File: config.mk
export PLATFORM = sky130hd
export DESIGN_NAME = frame_buffer_writer
export DESIGN_NICKNAME = d
export VERILOG_FILES = /design/src/rtl/frame_buffer_writer.sv
export SDC_FILE = /design/constraint.sdc
export NUM_CORES = 1
export LEC_CHECK = 0
export ABC_AREA = 0
export ABC_CLOCK_PERIOD_IN_PS = 2380
export BUFFER_PORTS_ARGS = -buffer_cell sky130_fd_sc_hd__buf_2
export CAP_MARGIN = 20
export CORE_ASPECT_RATIO = 1.25
export CORE_MARGIN = 5
export CORE_UTILIZATION = 54
export DETAILED_ROUTE_END_ITERATION = 8
export HOLD_SLACK_MARGIN = 0.12
export MAX_ROUTING_LAYER = met4
export PLACE_DENSITY = 0.86
export SYNTH_ARGS = -nofsm -noshare
export SYNTH_HDL_FRONTEND = slang
export SYNTH_SLANG_ARGS = --single-unit
export TNS_END_PERCENT = 100
File: constraint.sdc
create_clock -name clk -period 2.38 [get_ports clk]
set_input_delay 0.357 -clock clk [delete_from_list [all_inputs] [get_ports clk]]
set_output_delay 0.357 -clock clk [all_outputs]
set_load 0.02 [all_outputs]
File: src/rtl/frame_buffer_writer.sv
// Frame buffer write-port driver: clears the buffer after reset, then moves a one-pixel cursor with two debounced buttons.
// Define WRITER_TRAIL_EN to skip the erase step so visited pixels stay lit (trail mode).
module frame_buffer_writer #(
  parameter int              AW         = 8,
  parameter int              DW         = 3,
  parameter int              DEB_CYCLES = 750000,
  parameter logic [DW-1:0]   BG_COLOR   = 3'b000,
  parameter logic [DW-1:0]   FG_COLOR   = 3'b100
) (
  input  logic          clk,
  input  logic          rst,
  input  logic          bntr,
  input  logic          bntl,
  output logic [AW-1:0] addr_in,
  output logic [DW-1:0] data_in,
  output logic          regwrite,
  output logic          busy,
  output logic [AW-1:0] cursor
);

  localparam int            CW       = (DEB_CYCLES > 1) ? $clog2(DEB_CYCLES) : 1;
  localparam logic [CW-1:0] DEB_LAST = CW'(DEB_CYCLES - 1);

  typedef enum logic [1:0] {CLEAR, PAINT, IDLE, ERASE} state_t;

`ifdef WRITER_TRAIL_EN
  localparam state_t MOVE_NEXT = PAINT;
`else
  localparam state_t MOVE_NEXT = ERASE;
`endif

  // index 0 = right button, index 1 = left button
  logic [1:0]         sync1_q, sync1_d, sync2_q, sync2_d;
  logic [1:0]         deb_q, deb_d, press_q, press_d;
  logic [1:0][CW-1:0] dcnt_q, dcnt_d;

  state_t             state_q, state_d;
  logic [AW:0]        cnt_q, cnt_d;
  logic [AW-1:0]      cursor_q, cursor_d, prev_q, prev_d;
  logic [AW-1:0]      addr_q, addr_d;
  logic [DW-1:0]      data_q, data_d;
  logic               we_q, we_d, busy_q, busy_d;

  // Button conditioning: synchronize, debounce, detect accepted rising edge.
  always_comb begin
    sync1_d = {bntl, bntr};
    sync2_d = sync1_q;
    deb_d   = deb_q;
    dcnt_d  = dcnt_q;
    for (int i = 0; i < 2; i++) begin
      if (sync2_q[i] != deb_q[i]) begin
        if (dcnt_q[i] == DEB_LAST) begin
          deb_d[i]  = sync2_q[i];
          dcnt_d[i] = '0;
        end else begin
          dcnt_d[i] = dcnt_q[i] + CW'(1);
        end
      end else begin
        dcnt_d[i] = '0;
      end
    end
    press_d = deb_d & ~deb_q;
  end

  // Writer FSM: next state and the registered write-port values.
  always_comb begin
    state_d  = state_q;
    cnt_d    = cnt_q;
    cursor_d = cursor_q;
    prev_d   = prev_q;
    addr_d   = addr_q;
    data_d   = data_q;
    we_d     = 1'b0;
    busy_d   = (state_q != IDLE);
    case (state_q)
      CLEAR: begin
        addr_d = cnt_q[AW-1:0];
        data_d = BG_COLOR;
        we_d   = 1'b1;
        cnt_d  = cnt_q + (AW+1)'(1);
        if (cnt_d[AW]) begin
          state_d = PAINT;
        end else begin
          state_d = CLEAR;
        end
      end
      PAINT: begin
        addr_d  = cursor_q;
        data_d  = FG_COLOR;
        we_d    = 1'b1;
        state_d = IDLE;
      end
      IDLE: begin
        if (press_q == 2'b01) begin
          prev_d   = cursor_q;
          cursor_d = cursor_q + AW'(1);
          state_d  = MOVE_NEXT;
        end else if (press_q == 2'b10) begin
          prev_d   = cursor_q;
          cursor_d = cursor_q - AW'(1);
          state_d  = MOVE_NEXT;
        end else begin
          state_d = IDLE;
        end
      end
      ERASE: begin
        addr_d  = prev_q;
        data_d  = BG_COLOR;
        we_d    = 1'b1;
        state_d = PAINT;
      end
      default: begin
        state_d = CLEAR;
      end
    endcase
  end

  // State and output registers with synchronous active-low reset.
  always_ff @(posedge clk) begin
    if (!rst) begin
      sync1_q  <= 2'b00;
      sync2_q  <= 2'b00;
      deb_q    <= 2'b00;
      dcnt_q   <= '0;
      press_q  <= 2'b00;
      state_q  <= CLEAR;
      cnt_q    <= '0;
      cursor_q <= '0;
      prev_q   <= '0;
      addr_q   <= '0;
      data_q   <= BG_COLOR;
      we_q     <= 1'b0;
      busy_q   <= 1'b1;
    end else begin
      sync1_q  <= sync1_d;
      sync2_q  <= sync2_d;
      deb_q    <= deb_d;
      dcnt_q   <= dcnt_d;
      press_q  <= press_d;
      state_q  <= state_d;
      cnt_q    <= cnt_d;
      cursor_q <= cursor_d;
      prev_q   <= prev_d;
      addr_q   <= addr_d;
      data_q   <= data_d;
      we_q     <= we_d;
      busy_q   <= busy_d;
    end
  end

  assign addr_in  = addr_q;
  assign data_in  = data_q;
  assign regwrite = we_q;
  assign busy     = busy_q;
  assign cursor   = cursor_q;

endmodule

=== Word-level counts from Yosys, hierarchy flattened ===
Cells that the tools add are included.

* Reductions and logical operators: 9
* Equal/unequal tests: 10
* Add/sub/neg operators: 5
* Bitwise gates (word level): 5
* Mux-type cells: 15

{| class="wikitable"
|+ Operators with widths
! operator !! number
|-
| $add 20x1->20 const B || 2
|-
| $eq 20x20->1 const B || 2
|-
| $mux 8 || 4
|-
| $pmux 8 s3 || 1
|-
| $add 9x1->9 const B || 1
|-
| $reduce_or 3->1 || 3
|-
| $add 8x1->8 const B || 1
|-
| $mux 1 || 8
|-
| $pmux 2 s4 || 1
|-
| $sub 8x1->8 const B || 1
|-
| $eq 2x2->1 const B || 3
|-
| $pmux 3 s2 || 1
|-
| $eq 2x1->1 const B || 2
|-
| $reduce_bool 2->1 || 2
|-
| $not 1->1 || 3
|-
| $reduce_bool 3->1 || 1
|-
| $and 2x2->2 || 1
|-
| $logic_not 2->1 || 1
|-
| $ne 1x1->1 || 2
|-
| $ne 2x2->1 const B || 1
|-
| $not 2->2 || 1
|-
| $reduce_and 2->1 || 1
|-
| $reduce_or 2->1 || 1
|}

* Output and inout bits: 21
* Logic and storage cells: 58
* Bits in registers: 88
* Bits of input ports: 4

=== Longest topological paths before layout ===
* Word-level depth: 4
* Gate-level depth with buffers: 9
* Depth with buffers taken out: 9

=== Least setup slack after synthesis ===
No wires, ideal clock.

* Kind: register to register
* Start: register press_q[1]
* End: register cursor_q[7] (netlist: cursor[7])
* Arrival time: 2.114 ns
* Setup time: 0.115 ns
* Buffers on the path: 0
* Stages on the path, launching flop included: 10
* Path slack: 0.152 ns
* Clock period less this slack: 2.228 ns
* Required time: 2.265 ns
* Path through: dfxtp_1 inv_1 ha_1 inv_1 ha_1 a21oi_1 a211oi_1 or4_1 and3_1 o21a_1

* Cells in the longest elaborated chain, start to end: 3
* Elaborated cells on any way between the ends: 5
* Those cells by class: eq/ne (2); mux (1); reduce/logical (2)

{| class="wikitable"
|+ RTL lines
! item !! line !! text
|-
| start, declared || 34 || <nowiki>logic [1:0] deb_q, deb_d, press_q, press_d;</nowiki>
|-
| start signal, assigned || 139 || <nowiki>press_q <= press_d;</nowiki>
|-
| $eq 2x1->1 or $eq 2x2->1 (tied branches) || 94, 98 ||
|-
| $reduce_bool 2->1 (no source line) || -- ||
|-
| $reduce_and 2->1 (no source line) || -- ||
|-
| end signal, assigned || 142 || <nowiki>cursor_q <= cursor_d;</nowiki>
|-
| end, declared || 39 || <nowiki>logic [AW-1:0] cursor_q, cursor_d, prev_q, prev_d;</nowiki>
|}

Parallel ways exist; a longest one is shown, timed or not.
A chain may end at the register's enable or synchronous reset.

=== Worst setup path in the final report ===
Same ends and word-level chain as after synthesis.

==> metrics.txt <==
EDFF count, synth=0; initial antenna violation count=0; Ys Warns=0; Final Wtd Congestion=0.881; DIE AREA=8940 sq um; fillers=568; met3 wire len=375 um; via count=3094; Mean Syn Cell Area=8.93 sq um; highest layer used for signal routing=met4; placed insts=532; CTS max path bufs=2; max-cap violation count=0; arrival time at the worst endpoint=2.49 ns; clk_skew=0.00893 ns; Slew @ Worst Pin=0.633 ns; 1st-pass router iterations=5; Setup TNS Final=0 ns; Comb power frac=8.2%; I/O pin cnt=25; distinct cell type count after synthesis=44; fmax=0.446 GHz; register area=1720 sq um; sw power=0.000705 W; largest net degree at the start of global routing=33; Setup Crit Path Kind=reg2reg; Peak supply drop=0.629 mV; Final Setup Violations=0; first-pass GRT wire length=13900 um; routed len/inst=14.3 um; Sw Share=24.5%; FFs w/ async S/R, synth=0%; clock share of power=38.9%; H-Tree Depth=3; Chip Height=104 um; P_int=0.00217 W; LEAKAGE=1.57 nW; crit path max fanout=7; initial cell density of the core=55.3%; status=finished, final reports clean; Critical Path End Type=register; Slew Limit Fails=0; antenna cells=0; clock root buffer=clkbuf_8; area of the multi-input gates=2020 sq um; Post-DP HPWL=5370 um; post-synthesis instance total=432; non-filler cells, final=549; Port Buffer Count=22; most common cell after layout, fill and taps aside=dfxtp_1; Mapped Area=3860 sq um; nets=475; final instance area=4280 sq um; critical path startpoint category=register; gr ovfl total=0; Vias/cell=5.64; fin crit share=94.2%; Die W=85.6 um; CTS tree=yes; register bit total from synthesis=86; Seq pwr share=52.9%; final wirelength=7860 um; sequential share of the synthesized area=44.6%; top_reg_cell synth=dfxtp_1; Max transition margin=57.4%; all-layer global routing usage=19.3%; most frequent cells in the layout=dfxtp_1 (86), nand2_1 (52), nor2_1 (48); layout cell share with drive strength beyond 1=10.9%; Placed Area=4040 sq um; # clock sinks=86; num rows=34; M1 wire length=3220 um; vias in the first global route=3171; Core Footprint=6980 sq um; fin crit period=2.24 ns; type of the worst min-delay path=in2reg; Final Hold Viols=0; CTS Buf Count=9; Clk pin slew, worst setup/hold paths=0.08 ns; pwr dens=671 nW/um^2; first-iteration detailed-routing DRC count=190; Layout area overhead=11.0%; CP required=2.63 ns; DRC viols=0; post-route ant nets=0; metal2 WL=3980 um; CTS Hold Bufs=0; Clk Latency, worst-skew pair=0.35 ns
[layout make-up]
| class | instances | share of cell area, % |
|---|---|---|
| flip-flops and latches | 86 | 40.2 |
| clock buffers | 11 | 3.07 |
| multi-input cells | 318 | 47.1 |
| repair buffers | 30 | 4.27 |
| clock inverters | 5 | 1.93 |
| inverters | 9 | 0.789 |
| well taps | 90 | 2.63 |
[path summary, 6_finish.rpt]
path,from,end,slack (ns),cells after the start
max,press_q[1],cursor[7],0.14,9
min,bntl,sync1_q[1],0.21,2
max reg2reg,press_q[1],cursor[7],0.14,9
min reg2reg,sync1_q[1],sync2_q[1],0.44,1
[flip-flops by register name (all words and copies together), names as in the netlist]
signal	flops
state_q	2
deb_q	2
sync2_q	2
dcnt_q	40
regwrite	1
cursor	8
press_q	2
cnt_q	9
addr_in	8
prev_q	8
busy	1
sync1_q	2
data_in	1
[synthesized netlist by cell type, types with 2 or more instances]
library cell | number | area (sq um)
or3_1 | 3 | 18.8
dfxtp_1 | 86 | 1720
and4_1 | 3 | 26.3
mux2i_1 | 4 | 40.0
nand4b_1 | 2 | 17.5
buf_4 | 2 | 15.0
a221oi_1 | 8 | 70.1
clkbuf_1 | 14 | 52.6
xor2_1 | 25 | 219
a21oi_1 | 14 | 70.1
nand3_1 | 20 | 100
nor2b_1 | 8 | 50.1
a21o_1 | 2 | 15.0
nor2_1 | 48 | 180
o21ai_0 | 16 | 80.1
nand2b_1 | 2 | 12.5
inv_1 | 9 | 33.8
a21boi_0 | 12 | 90.1
nand4_1 | 12 | 75.1
and2_1 | 12 | 75.1
and3_1 | 7 | 43.8
nor4_1 | 4 | 25.0
o211ai_1 | 2 | 15.0
ha_1 | 16 | 200
nor3_1 | 6 | 30.0
and4b_1 | 2 | 20.0
nand2_1 | 52 | 195
or4_1 | 2 | 15.0
xnor2_1 | 24 | 210
[worst max-delay path, cell delays in order, from the launching register on]
cell and delay, ns:
dfxtp_1 0.33, inv_1 0.04, ha_1 0.20, inv_2 0.15
ha_1 0.30, a21oi_2 0.18, o21ai_0 0.11, or4_1 0.43
and3_1 0.21, o21a_1 0.19
[routing by layer]
layer,track usage (%),vias to the layer above
li1,-,1511
met2,32.0,89
met5,-,-
met3,4.44,26
met1,21.8,1468
met4,8.71,0
[repair_timing]
action / CTS / global route
endpoints found under the setup margin: 1 / 1
buffers inserted: 0 / 1
gates resized for setup: 1 / 3
pin swaps: 0 / 0
[power groups by stage]
stage	Sequential, W	Combinational [W]	Clock (W)
4_1_cts	0.00152	0.000234	0.00112
5_1_grt	0.00153	0.000259	0.00120
2_1_floorplan	0.00157	0.000140	0
6_report	0.00152	0.000235	0.00112
3_3_place_gp	0.00155	0.000216	0
3_5_place_dp	0.00155	0.000226	0
[kinds of logic after synthesis]
group	share of synthesized area (%)
other	0.0972
AND/OR/NAND/NOR	23.9
buffers and inverters	3.67
flip-flops	44.6
XOR/XNOR	11.1
multiplexers	1.04
AO/OA/AOI/OAI	9.83
adder cells (fa/ha/maj)	5.71
[metrics by stage]
step                      total power (W)  hold WS, ns  utilization, %  setup slack (ns)
after floorplan                   0.00171        0.412               -             0.152
after global placement            0.00177        0.423            57.9            0.0983
after detailed placement          0.00178        0.423            57.9            0.0190
after CTS                         0.00288        0.207            61.0            0.0566
after global routing              0.00299        0.211            61.4           -0.0103
final                             0.00287        0.212            61.4             0.139
(Power assumes the default switching activity.)
